$ cat config.mk
export PLATFORM = sky130hd
export DESIGN_NAME = axi_burst_read_master
export DESIGN_NICKNAME = d
export VERILOG_FILES = /design/src/rtl/axi_burst_read_master.sv
export SDC_FILE = /design/constraint.sdc
export NUM_CORES = 1
export LEC_CHECK = 0
export BUFFER_PORTS_ARGS = -buffer_cell sky130_fd_sc_hd__buf_4
export CELL_PAD_IN_SITES_DETAIL_PLACEMENT = 1
export CELL_PAD_IN_SITES_GLOBAL_PLACEMENT = 2
export CORE_AREA = 2 2 445 447
export CTS_CLUSTER_SIZE = 20
export DETAILED_ROUTE_END_ITERATION = 8
export DIE_AREA = 0 0 447 449
export PLACE_DENSITY_LB_ADDON = 0.1
export SLEW_MARGIN = 5
export SYNTH_ARGS = -nofsm -noshare
export SYNTH_HDL_FRONTEND = slang
export SYNTH_SLANG_ARGS = --single-unit
$ cat constraint.sdc
create_clock -name system_clk -period 3.24 [get_ports system_clk]
set_clock_uncertainty 0.05 [all_clocks]
set_input_delay 0 -clock system_clk [delete_from_list [all_inputs] [get_ports system_clk]]
set_output_delay 0 -clock system_clk [all_outputs]
set_load 0.01 [all_outputs]
$ cat src/rtl/axi_burst_read_master.sv
// rtl/axi_burst_read_master.sv - AXI4 INCR burst read initiator with streamed beat output
// Optional rresp/rlast checking is compiled in with `define READ_RESP_CHECK_EN.
module axi_burst_read_master #(
   parameter int DATA_WIDTH    = 512,
   parameter int ADDR_WIDTH    = 32,
   parameter int MAX_BURST_LEN = 16,
   parameter int CNT_WIDTH     = 16
) (
   input  logic                  system_clk,
   input  logic                  rst,
   input  logic                  cmd_valid,
   output logic                  cmd_ready,
   input  logic [ADDR_WIDTH-1:0] cmd_addr,
   input  logic [CNT_WIDTH-1:0]  cmd_beats,
   output logic [7:0]            m_axi_arid,
   output logic [ADDR_WIDTH-1:0] m_axi_araddr,
   output logic [7:0]            m_axi_arlen,
   output logic [2:0]            m_axi_arsize,
   output logic [1:0]            m_axi_arburst,
   output logic                  m_axi_arlock,
   output logic [3:0]            m_axi_arcache,
   output logic [2:0]            m_axi_arprot,
   output logic                  m_axi_arvalid,
   input  logic                  m_axi_arready,
   input  logic [DATA_WIDTH-1:0] m_axi_rdata,
   input  logic [1:0]            m_axi_rresp,
   input  logic                  m_axi_rlast,
   input  logic                  m_axi_rvalid,
   output logic                  m_axi_rready,
   output logic [DATA_WIDTH-1:0] out_data,
   output logic                  out_valid,
   input  logic                  out_ready,
   output logic                  out_last,
   output logic                  busy,
   output logic                  done,
   output logic                  err
);

   localparam int BEAT_BYTES = DATA_WIDTH / 8;
   localparam int BEAT_SHIFT = $clog2(BEAT_BYTES);
   localparam logic [ADDR_WIDTH-1:0] ALIGN_MASK = ~ADDR_WIDTH'(BEAT_BYTES - 1);

   typedef enum logic [2:0] {IDLE, CALC, ADDR, DATA, DONE} state_t;

   state_t                  state;
   state_t                  state_nxt;
   logic [ADDR_WIDTH-1:0]   addr_r;
   logic [CNT_WIDTH-1:0]    remaining_r;
   logic [8:0]              len_r;
   logic [8:0]              beat_cnt_r;
   logic [8:0]              len_next;
   logic [12:0]             bytes_to_4k;
   logic [12:0]             beats_to_4k;
   logic                    cmd_fire;
   logic                    ar_fire;
   logic                    beat_fire;
   logic                    burst_last_beat;
   logic                    burst_end;

   assign m_axi_arid    = 8'd0;
   assign m_axi_arsize  = 3'd6;
   assign m_axi_arburst = 2'b01;
   assign m_axi_arlock  = 1'b0;
   assign m_axi_arcache = 4'b0011;
   assign m_axi_arprot  = 3'd0;
   assign out_data      = m_axi_rdata;

   assign cmd_fire        = cmd_valid && cmd_ready;
   assign ar_fire         = m_axi_arvalid && m_axi_arready;
   assign beat_fire       = m_axi_rvalid && m_axi_rready;
   assign burst_last_beat = (beat_cnt_r == len_r - 9'd1);
   assign burst_end       = beat_fire && burst_last_beat;

   // Bytes left before the next 4 KB page; the address is always beat aligned.
   assign bytes_to_4k = 13'h1000 - {1'b0, addr_r[11:0]};
   assign beats_to_4k = bytes_to_4k >> BEAT_SHIFT;

   // Burst length: smallest of remaining beats, max burst and beats to the 4 KB page end.
   always_comb begin
      len_next = 9'(MAX_BURST_LEN);
      if (32'(remaining_r) < 32'(len_next)) len_next = 9'(remaining_r);
      if (32'(beats_to_4k) < 32'(len_next)) len_next = 9'(beats_to_4k);
   end

   // State register.
   always_ff @(posedge system_clk) begin
      if (rst) state <= IDLE;
      else     state <= state_nxt;
   end

   // Next-state logic; bursts end on the beat counter, never on rlast.
   always_comb begin
      state_nxt = state;
      case (state)
         IDLE: if (cmd_fire) state_nxt = (cmd_beats == '0) ? DONE : CALC;
         CALC: state_nxt = ADDR;
         ADDR: if (ar_fire) state_nxt = DATA;
         DATA: if (burst_end) state_nxt = (remaining_r != '0) ? CALC : DONE;
         DONE: state_nxt = IDLE;
         default: state_nxt = IDLE;
      endcase
   end

   // State-decoded outputs; the R channel is a combinational pass-through in DATA.
   always_comb begin
      cmd_ready     = 1'b0;
      m_axi_arvalid = 1'b0;
      m_axi_rready  = 1'b0;
      out_valid     = 1'b0;
      out_last      = 1'b0;
      busy          = 1'b0;
      done          = 1'b0;
      case (state)
         IDLE: cmd_ready = 1'b1;
         CALC: busy = 1'b1;
         ADDR: begin
            busy          = 1'b1;
            m_axi_arvalid = 1'b1;
         end
         DATA: begin
            busy         = 1'b1;
            m_axi_rready = out_ready;
            out_valid    = m_axi_rvalid;
            out_last     = m_axi_rvalid && (remaining_r == '0) && burst_last_beat;
         end
         DONE: done = 1'b1;
         default: ;
      endcase
   end

   // Address, remaining-beat and per-burst beat bookkeeping.
   always_ff @(posedge system_clk) begin
      if (rst) begin
         addr_r       <= '0;
         remaining_r  <= '0;
         len_r        <= '0;
         beat_cnt_r   <= '0;
         m_axi_araddr <= '0;
         m_axi_arlen  <= '0;
      end else begin
         if (cmd_fire) begin
            addr_r      <= cmd_addr & ALIGN_MASK;
            remaining_r <= cmd_beats;
            beat_cnt_r  <= '0;
         end
         if (state == CALC) begin
            len_r        <= len_next;
            m_axi_araddr <= addr_r;
            m_axi_arlen  <= 8'(len_next - 9'd1);
         end
         if (ar_fire) begin
            addr_r      <= addr_r + (ADDR_WIDTH'(len_r) << BEAT_SHIFT);
            remaining_r <= remaining_r - CNT_WIDTH'(len_r);
         end
         if (beat_fire) beat_cnt_r <= burst_last_beat ? 9'd0 : beat_cnt_r + 9'd1;
      end
   end

`ifdef READ_RESP_CHECK_EN
   logic err_r;

   // Sticky error on a bad response or an rlast that disagrees with the beat counter.
   always_ff @(posedge system_clk) begin
      if (rst)           err_r <= 1'b0;
      else if (cmd_fire) err_r <= 1'b0;
      else if (beat_fire && ((m_axi_rresp != 2'b00) || (m_axi_rlast != burst_last_beat)))
         err_r <= 1'b1;
   end

   assign err = err_r;
`else
   logic unused_resp;
   assign unused_resp = ^{m_axi_rresp, m_axi_rlast};
   assign err = 1'b0;
`endif

endmodule

==> flow_summary_export.csv, run 1 <==
group,metric,value,unit
outcome,outcome,"finished, violations left",
outcome,violations,"setup timing",
setup_path,crit_start,"remaining_r[15]",
place,io_buffers,88,
place,dpl.cell_count,3585,
synth,yosys_warnings,0,
synth,netlist_instances,1305,
setup_path,cp-start-kind,"register",
floorplanning,die_area,201000,um^2
grt,grt_usage,0.0559,
clock_network,root_buffer,"clkbuf_16",
floorplanning,initial_core_util,0.0509,
place,place_area,10700,um^2
layout,utilization,0.0864,
setup_path,timing_worst_setup_path_type,"reg -> reg",
timing,timing.fmax,303,MHz
timing,finalSetupViolCount,2,
synth,yosysTopAreaCell,"buf_4",
power,switching_share,0.425,
synth,ys_seq_elements,97,
detailed_routing,first_pass_iters,4,
layout,drive_above_1_share,0.182,
detailed_routing,drtAntennaViolNets,0,
power,pwr_density_cell,360,nW/um^2
min_path,min_path_type,"in -> reg",
layout,syn2layout_area_growth,69.7,%
detailed_routing,finalWirelength,59200,um
power,seqPwrFrac,0.238,
power,power.share.clock,0.221,
timing,max_slew.worst_pin.slew,823,ps
timing,worst_slack,-55.5,ps
timing,rsz0062_at_grt,"yes",
grt,grt_max_degree,44,
timing,max-slew-margin-rel,0.451,
timing,finalCritPeriodShare,1.02,
detailed_routing,wl_per_cell,14.2,um
power,internal-power,3.51,mW
min_path,hold_path_depth,3,
clock_network,numCtsBuffers,9,
clock_network,clk_latency,430,ps
setup_path,reg2reg_depth,16,
synth,synth_most_common_cell,"buf_4",
place,dp_hpwl,42200,um
synth,ys_types,75,
layout,fillers,23200,
floorplanning,die_x,447,um
grt,antenna_found_initial,9,
synth,syn_area,9990,um^2
synth,synthArstFlopShare,0,
detailed_routing,drc,0,
place,gp_congestion,0.638,
job,cap_violations,0,
setup_path,r2r-end,"m_axi_arlen[2]",
layout,num-nets-final,2121,
setup_path,cp-end-kind,"register",
detailed_routing,via_per_inst,2.21,
setup_path,crit_arrival,3570,ps
power,p_leak,5.77,nW
setup_path,crit_end,"m_axi_arlen[2]",
layout,instances_no_fill,4170,
synth,yosysTopAreaCellShare,0.407,
setup_path,cp_max_fo,4,
synth,synth_area_leaders,"buf_4 41%, dfxtp_1 19%, nand2_1 4.2%, a21oi_1 3.8%, ha_1 3.6%",
clock_network,clk_pin_slew,90,ps
synth,avgSynthCellArea,7.65,um^2
timing,hold_ws,22.8,ps
clock_network,cts_sinks,97,
grt,first_global_vias,10100,
floorplanning,die_y,449,um
grt,grt_first_pass_wirelength,78500,um
timing,period_minus_slack,3300,ps
timing,maxSlewViolCount,0,
layout,fin_area,16900,um^2
synth,ys_top_cells_by_count,"541 x buf_4, 111 x nand2_1, 97 x dfxtp_1",
floorplanning,core_area,196000,um^2
detailed_routing,drtIter0Drc,205,
setup_path,critical_path_required,3510,ps
synth,synth-seq-area-share,0.194,
synth,ys.flop_type,"dfxtp_1",
power,peakVddDrop,0.195,mV
power,pwr-share-comb,0.541,
power,switchingPower,2.59,mW
setup_path,rr_startpoint,"remaining_r[15]",
floorplanning,io_pins,1150,
setup_path,r2r_slack,-60,ps
place,dp_slack,-402,ps
clock_network,cts-htree-levels,3,
grt,grt-ovfl-total,0,
timing,hold_viol,0,
clock_network,cts_tree,"done",
clock_network,cts_buffer_depth,2,
synth,synth_edf_count,0,
floorplanning,rows,163,
detailed_routing,vias,9207,
[cell type report]
type	count	area (um^2)	area share
Timing Repair Buffer	760	7180	0.424
Sequential cell	97	1950	0.115
Clock inverter	6	73.8	0.00436
Multi-Input combinational cell	622	4080	0.241
Inverter	31	116	0.00687
Clock buffer	10	239	0.0141
Tap cell	2640	3300	0.195
Antenna cell	4	10.0	0.000591
[state kept, by name, indices dropped and copies added, names as in the netlist]
register,count
m_axi_araddr,26
m_axi_arlen,8
state,3
beat_cnt_r,9
remaining_r,16
addr_r,26
len_r,9
[stage by stage]
step | power [mW] | TNS (ps)
after floorplan | 3.24 | 0
after global placement | 3.92 | -3160
after detailed placement | 3.89 | -2190
after CTS | 6.31 | -339
after global routing | 6.64 | -1110
final | 6.10 | -103
[layer usage]
layer / wire length, um / GRT usage / part of all wire
met2: 33800 / 0.112 / 0.57
met5: 13 / 0 / 0.00022
met1: 21100 / 0.0570 / 0.36
met4: 1260 / 0.0209 / 0.021
met3: 2980 / 0.00779 / 0.050
[logic make-up (layout without fill, tap and decap cells)]
group,count (synthesis),after routing,share of synthesized area
buf+inv,614,807,0.435
simple gates,305,305,0.149
compound gates,213,213,0.142
flops,97,97,0.194
xor+xnor,38,38,0.0333
fa+ha+maj,31,31,0.0403
mux,5,5,0.00501
other cells,2,34,0.000752
[worst max-delay path, stage by stage, from the launching register on]
cell	delay (ps)
dfxtp_2	340
nor4_4	300
buf_4	150
and4b_2	340
buf_6	140
nand2_4	50
ha_4	170
a21o_1	160
a221o_1	360
buf_6	150
nor2_4	160
buf_6	130
a21oi_4	60
ha_4	190
buf_6	110
xor2_1	150
a22o_1	180
[power by group through the flow]
stage	sequential, mW	combinational (mW)	clock, mW
4_1_cts	1.47	3.34	1.50
2_1_floorplan	1.43	1.81	0
3_5_place_dp	1.49	2.40	0
5_1_grt	1.48	3.64	1.51
6_report	1.45	3.30	1.35
3_3_place_gp	1.49	2.44	0
[worst min-delay path by stage]
stage | from | end | slack (ps)
finish | cmd_addr[7] | addr_r[7] | 20
global route | cmd_addr[7] | addr_r[7] | 7
detailed placement | m_axi_rdata[100] | out_data[100] | -50
floorplan | m_axi_rdata[0] | out_data[0] | 40
global placement | m_axi_rdata[100] | out_data[100] | -50
CTS | rst | len_r[7] | 10
[what timing repair did]
item / CTS / global route
hold buffers: 558 / 0
cloned: 0 / 0
endpoints found under the hold margin: 559 / 0
resized for setup: 29 / 23
pin swaps: 13 / 12
endpoints found under the setup margin: 16 / 16
buffers inserted: 5 / 2
[placed cells by master (no fill, tap or decap), types with 10 or more instances in the layout]
| cell type | count |
|---|---|
| nor2_1 | 57 |
| ha_1 | 24 |
| dlygate4sd3_1 | 558 |
| o21ai_0 | 23 |
| nand3_1 | 20 |
| xnor2_1 | 24 |
| nor3_1 | 24 |
| xor2_1 | 13 |
| nor4_1 | 13 |
| conb_1 | 30 |
| inv_1 | 30 |
| a21oi_1 | 73 |
| a21o_1 | 10 |
| dfxtp_1 | 92 |
| a211oi_1 | 10 |
| buf_4 | 190 |
| nand2_1 | 108 |
| o211ai_1 | 10 |
| a22oi_1 | 14 |
No activity file was read; power rests on OpenSTA's default activity.
==> run 2: changes to the inputs <==
- SETUP_SLACK_MARGIN: default -> 0.2
==> run 2 against run 1 <==
The run now ends clean. Sequential share of layout area is 0.11 points lower. Global-route usage is 0.084 points lower. Cell count hardly changed. Highest routed layer unchanged. Worst hold slack better by 25 ps. Wire length is 1.3% lower. Design area is 1.1% higher. Combinational power is 6% higher. Via count is 0.93% higher. Clock power is 7% lower. Non-clock buffer count is 2 higher. Critical endpoint is now m_axi_arlen[4]. Register-to-register slack better by 60 ps.
==> flow_summary_export.csv, run 2 (synthesis results as in run 1) <==
group,metric,value,unit
outcome,outcome,"finished clean",
setup_path,rr_startpoint,"remaining_r[11]",
setup_path,cp-end-kind,"register",
timing,hold_viol,0,
setup_path,cp-start-kind,"register",
power,pwr_density_cell,361,nW/um^2
power,switching_share,0.431,
clock_network,root_buffer,"clkbuf_16",
detailed_routing,vias,9293,
grt,first_global_vias,10000,
floorplanning,die_area,201000,um^2
layout,syn2layout_area_growth,71.5,%
layout,num-nets-final,2123,
timing,finalCritPeriodShare,0.999,
clock_network,clk_pin_slew,100,ps
min_path,min_to,"len_r[6]",
power,switchingPower,2.67,mW
power,internal-power,3.52,mW
timing,rsz0062_at_grt,"yes",
layout,reg.largest.list,"addr_r x26, m_axi_araddr x26, remaining_r x16",
timing,max_slew.worst_pin.slew,614,ps
floorplanning,rows,163,
detailed_routing,first_pass_iters,4,
setup_path,cp_max_fo,4,
layout,most-common-layout-cells,"561 x dlygate4sd3_1, 183 x buf_4, 107 x nand2_1",
power,p_leak,5.78,nW
min_path,min_path_type,"in -> reg",
setup_path,r2r_slack,4,ps
grt,grt_max_degree,44,
layout,drive_above_1_share,0.194,
min_path,hold_path_depth,2,
floorplanning,io_pins,1150,
timing,worst_slack,4.48,ps
layout,fin_area,17100,um^2
detailed_routing,wl_per_cell,14.0,um
floorplanning,die_x,447,um
detailed_routing,drtAntennaViolNets,0,
power,peakVddDrop,0.260,mV
layout,final_common_cell,"dlygate4sd3_1",
place,place_area,10700,um^2
place,io_buffers,88,
detailed_routing,via_per_inst,2.23,
power,power.share.clock,0.201,
detailed_routing,finalWirelength,58400,um
setup_path,critical_path_required,3530,ps
job,cap_violations,0,
detailed_routing,drtIter0Drc,168,
timing,finalSetupViolCount,0,
clock_network,numCtsBuffers,9,
setup_path,r2r-end,"m_axi_arlen[4]",
floorplanning,core_area,196000,um^2
min_path,min-delay-start,"rst",
clock_network,clk_latency,430,ps
grt,grt_usage,0.0550,
grt,grt_first_pass_wirelength,77600,um
place,dp_hpwl,41700,um
floorplanning,die_y,449,um
floorplanning,initial_core_util,0.0509,
clock_network,cts-htree-levels,3,
clock_network,cts_tree,"done",
timing,max-slew-margin-rel,0.587,
grt,grt-ovfl-total,0,
clock_network,cts_sinks,97,
power,pwr-share-comb,0.565,
setup_path,timing_worst_setup_path_type,"reg -> reg",
place,dp_slack,-305,ps
detailed_routing,drc,0,
power,seqPwrFrac,0.234,
timing,period_minus_slack,3240,ps
setup_path,crit_arrival,3520,ps
place,gp_congestion,0.627,
setup_path,reg2reg_depth,14,
timing,maxSlewViolCount,0,
clock_network,cts_buffer_depth,2,
timing,timing.fmax,309,MHz
grt,antenna_found_initial,11,
## run 2: worst max-delay path: stages, from the launching register on
cell	delay (ps)
dfxtp_2	330
or3_4	380
and4b_4	420
ha_1	250
and3_4	200
a221o_2	440
nor2_4	120
a21oi_2	40
a21oi_2	150
inv_2	70
ha_4	160
buf_4	130
o21ai_4	60
nor3_2	70
a2111oi_4	270
## run 2: area by class of cell
class	count	area [um^2]
fill	23200	179000
timing repair buffer	762	7260
multi-input combinational	622	4200
tap	2640	3300
sequential	97	1950
clock buffer	9	225
inverter	31	121
clock inverter	6	52.6
antenna	7	17.5
## run 2: metrics by stage
stage | utilization | total power [mW] | hold WS (ps) | setup TNS (ps) | instances
2_1_floorplan | - | 3.26 | 41.8 | 0 | 1333
3_3_place_gp | 0.0545 | 3.89 | -49.9 | -1330 | 3571
3_5_place_dp | 0.0545 | 3.85 | -49.9 | -1110 | 3571
4_1_cts | 0.0860 | 6.26 | 1.46 | -230 | 4159
5_1_grt | 0.0873 | 6.71 | 25.1 | -386 | 4174
6_report | 0.0873 | 6.19 | 47.6 | 0 | 4174
## run 2: power by group through the flow
stage / combinational (mW) / sequential, mW / clock [mW]
final: 3.49 / 1.45 / 1.25
after global routing: 3.83 / 1.47 / 1.41
after CTS: 3.39 / 1.46 / 1.41
after global placement: 2.42 / 1.48 / 0
after detailed placement: 2.37 / 1.48 / 0
after floorplan: 1.83 / 1.44 / 0
## run 2: how the worst max path moves through the flow
stage               slack (ps)  cells after the start            start             end
floorplan                   90                     15  remaining_r[11]  m_axi_arlen[4]
global placement          -360                     16  remaining_r[15]  m_axi_arlen[6]
detailed placement        -300                     16  remaining_r[15]  m_axi_arlen[6]
CTS                        -90                     16  remaining_r[10]  m_axi_arlen[6]
global route              -140                     16  remaining_r[11]  m_axi_arlen[6]
finish                       4                     14  remaining_r[11]  m_axi_arlen[4]
## run 2: layer usage
layer	up-vias	track usage	wire [um]
met5	-	0	28
met4	4	0.0177	1100
met3	37	0.00985	2920
met2	532	0.117	35300
met1	4461	0.0510	19100
li1	4259	-	-
## run 2: timing repair
item / CTS / global route
endpoints found under the setup margin: 17 / 33
pin swaps: 21 / 34
buffers inserted: 12 / 8
cloned: 0 / 0
hold endpoints to repair: 559 / 0
resized for setup: 49 / 39
hold buffers: 561 / 0
==> run 3: changes to the inputs <==
- BUFFER_PORTS_ARGS: -buffer_cell sky130_fd_sc_hd__buf_4 -> -buffer_cell sky130_fd_sc_hd__buf_2
==> run 3 against run 2 <==
The run now ends with setup timing left. Non-clock buffer count fell by 4. Global-route usage rose by 0.067 points. Count of clock-buffer cells in the layout rose by 1. Cell count barely moved. Largest cell class unchanged.
==> flow_summary_export.csv, run 3 (synthesis results as in run 1) <==
group,metric,value,unit
clock_network,cts_tree,"done",
setup_path,crit_family,"compound AO/OA/AOI/OAI gates",
setup_path,crit_buf_inv,2,
timing,max_slew.worst_pin.slew,803,ps
timing,rsz0062_at_grt,"yes",
grt,grt-ovfl-total,0,
floorplanning,io_pins,1150,
place,dp_hpwl,42200,um
clock_network,root_buffer,"clkbuf_16",
detailed_routing,vias,9342,
detailed_routing,drc,0,
floorplanning,die_y,449,um
power,peakVddDrop,0.319,mV
grt,grt_usage,0.0557,
power,pwr_density_cell,364,nW/um^2
timing,maxSlewViolCount,0,
clock_network,clk_latency,420,ps
timing,max-slew-margin-rel,0.464,
clock_network,cts_buffer_depth,2,
setup_path,cp-start-kind,"register",
grt,grt_max_degree,44,
floorplanning,die_x,447,um
setup_path,timing_worst_setup_path_type,"reg -> reg",
detailed_routing,finalWirelength,58900,um
clock_network,numCtsBuffers,9,
layout,syn2layout_area_growth,67.3,%
timing,hold_viol,0,
setup_path,critical_path_required,3520,ps
place,dp_slack,-207,ps
setup_path,crit_arrival,3530,ps
grt,first_global_vias,10100,
layout,utilization,0.0852,
power,power.total,6.08,mW
detailed_routing,drtAntennaViolNets,0,
layout,multi_input_area,4060,um^2
timing,timing.fmax,307,MHz
setup_path,slowest_delay,400,ps
timing,hold_ws,29.6,ps
outcome,outcome,"finished, violations left",
layout,fin_area,16700,um^2
place,dpl.cell_count,3578,
timing,finalSetupViolCount,1,
floorplanning,rows,163,
setup_path,cp_max_fo,4,
detailed_routing,wl_per_cell,14.1,um
place,io_buffers,88,
timing,finalCritPeriodShare,1.01,
job,cap_violations,0,
timing,worst_slack,-18.5,ps
outcome,violations,"setup timing",
setup_path,crit_top_cell,"ha_4",
grt,grt_first_pass_wirelength,78400,um
setup_path,cp_slowest_cell,"and4b_4",
layout,drive_above_1_share,0.187,
layout,num-nets-final,2119,
place,place_area,10500,um^2
power,p_leak,5.69,nW
timing,period_minus_slack,3260,ps
setup_path,rr_startpoint,"remaining_r[11]",
floorplanning,initial_core_util,0.0509,
detailed_routing,first_pass_iters,4,
floorplanning,die_area,201000,um^2
detailed_routing,via_per_inst,2.24,
layout,fillers,23200,
clock_network,cts-htree-levels,3,
timing,fin_setup_tns,-18.5,ps
layout,final_common_cell,"dlygate4sd3_1",
layout,instances_no_fill,4170,
floorplanning,core_area,196000,um^2
setup_path,crit_start,"remaining_r[11]",
detailed_routing,drtIter0Drc,180,
grt,antenna_found_initial,14,
setup_path,crit_path_cell_trace,"or3_4, and4b_4, nand2_4, ha_4, a21o_1, a221o_1, buf_6, nor2_4, nor2_2, a21oi_4, ha_4, buf_4, o21ai_2, a2111oi_2",
clock_network,clk_pin_slew,90,ps
place,gp_congestion,0.650,
layout,seq_area,1950,um^2
layout,reg.largest.list,"addr_r x26, m_axi_araddr x26, remaining_r x16",
layout,most-common-layout-cells,"555 x dlygate4sd3_1, 107 x nand2_1, 104 x buf_4",
min_path,min-delay-start,"cmd_addr[10]",
setup_path,cp-end-kind,"register",
min_path,min_path_type,"in -> reg",
clock_network,cts_sinks,97,
-- run 3: worst paths after layout --
| check | endpoint | slack, ps | cells after the start |
|---|---|---|---|
| max | m_axi_arlen[4] | -20 | 14 |
| max reg2reg | m_axi_arlen[4] | -20 | 14 |
| min | addr_r[10] | 30 | 3 |
| min reg2reg | m_axi_araddr[19] | 410 | 2 |
-- run 3: where the power goes --
| part | leakage, nW | switching [mW] | internal (mW) |
|---|---|---|---|
| combinational | 4.75 | 1.77 | 1.59 |
| sequential | 0.793 | 0.133 | 1.31 |
| clock | 0.147 | 0.720 | 0.563 |
| total | 5.69 | 2.62 | 3.45 |
-- run 3: routing by layer --
layer,share of wire,track usage
met1,0.33,0.0529
met5,0.00022,0
met4,0.020,0.0201
met2,0.60,0.117
met3,0.049,0.00799
-- run 3: area by class of cell --
| cell class | instances | area share |
|---|---|---|
| inverters | 31 | 0.00696 |
| repair buffers | 758 | 0.417 |
| clock inverters | 6 | 0.00344 |
| flip-flops and latches | 97 | 0.117 |
| clock buffers | 10 | 0.0143 |
| diodes | 6 | 0.000898 |
| well taps | 2640 | 0.198 |
| multi-input cells | 622 | 0.243 |
-- run 3: timing repair --
action	CTS	global route
hold endpoints to repair	555	0
resized for setup	34	22
hold buffers	555	0
pin swaps	15	11
endpoints found under the setup margin	16	20
buffers inserted	7	8
-- run 3: worst register-to-register path, delay by kind of cell, from the launching register on --
kind            cells  cell delay [ps]
compound gates      5             1110
fa+ha+maj           2              380
buf+inv             2              250
flops               1              330
simple gates        5             1030
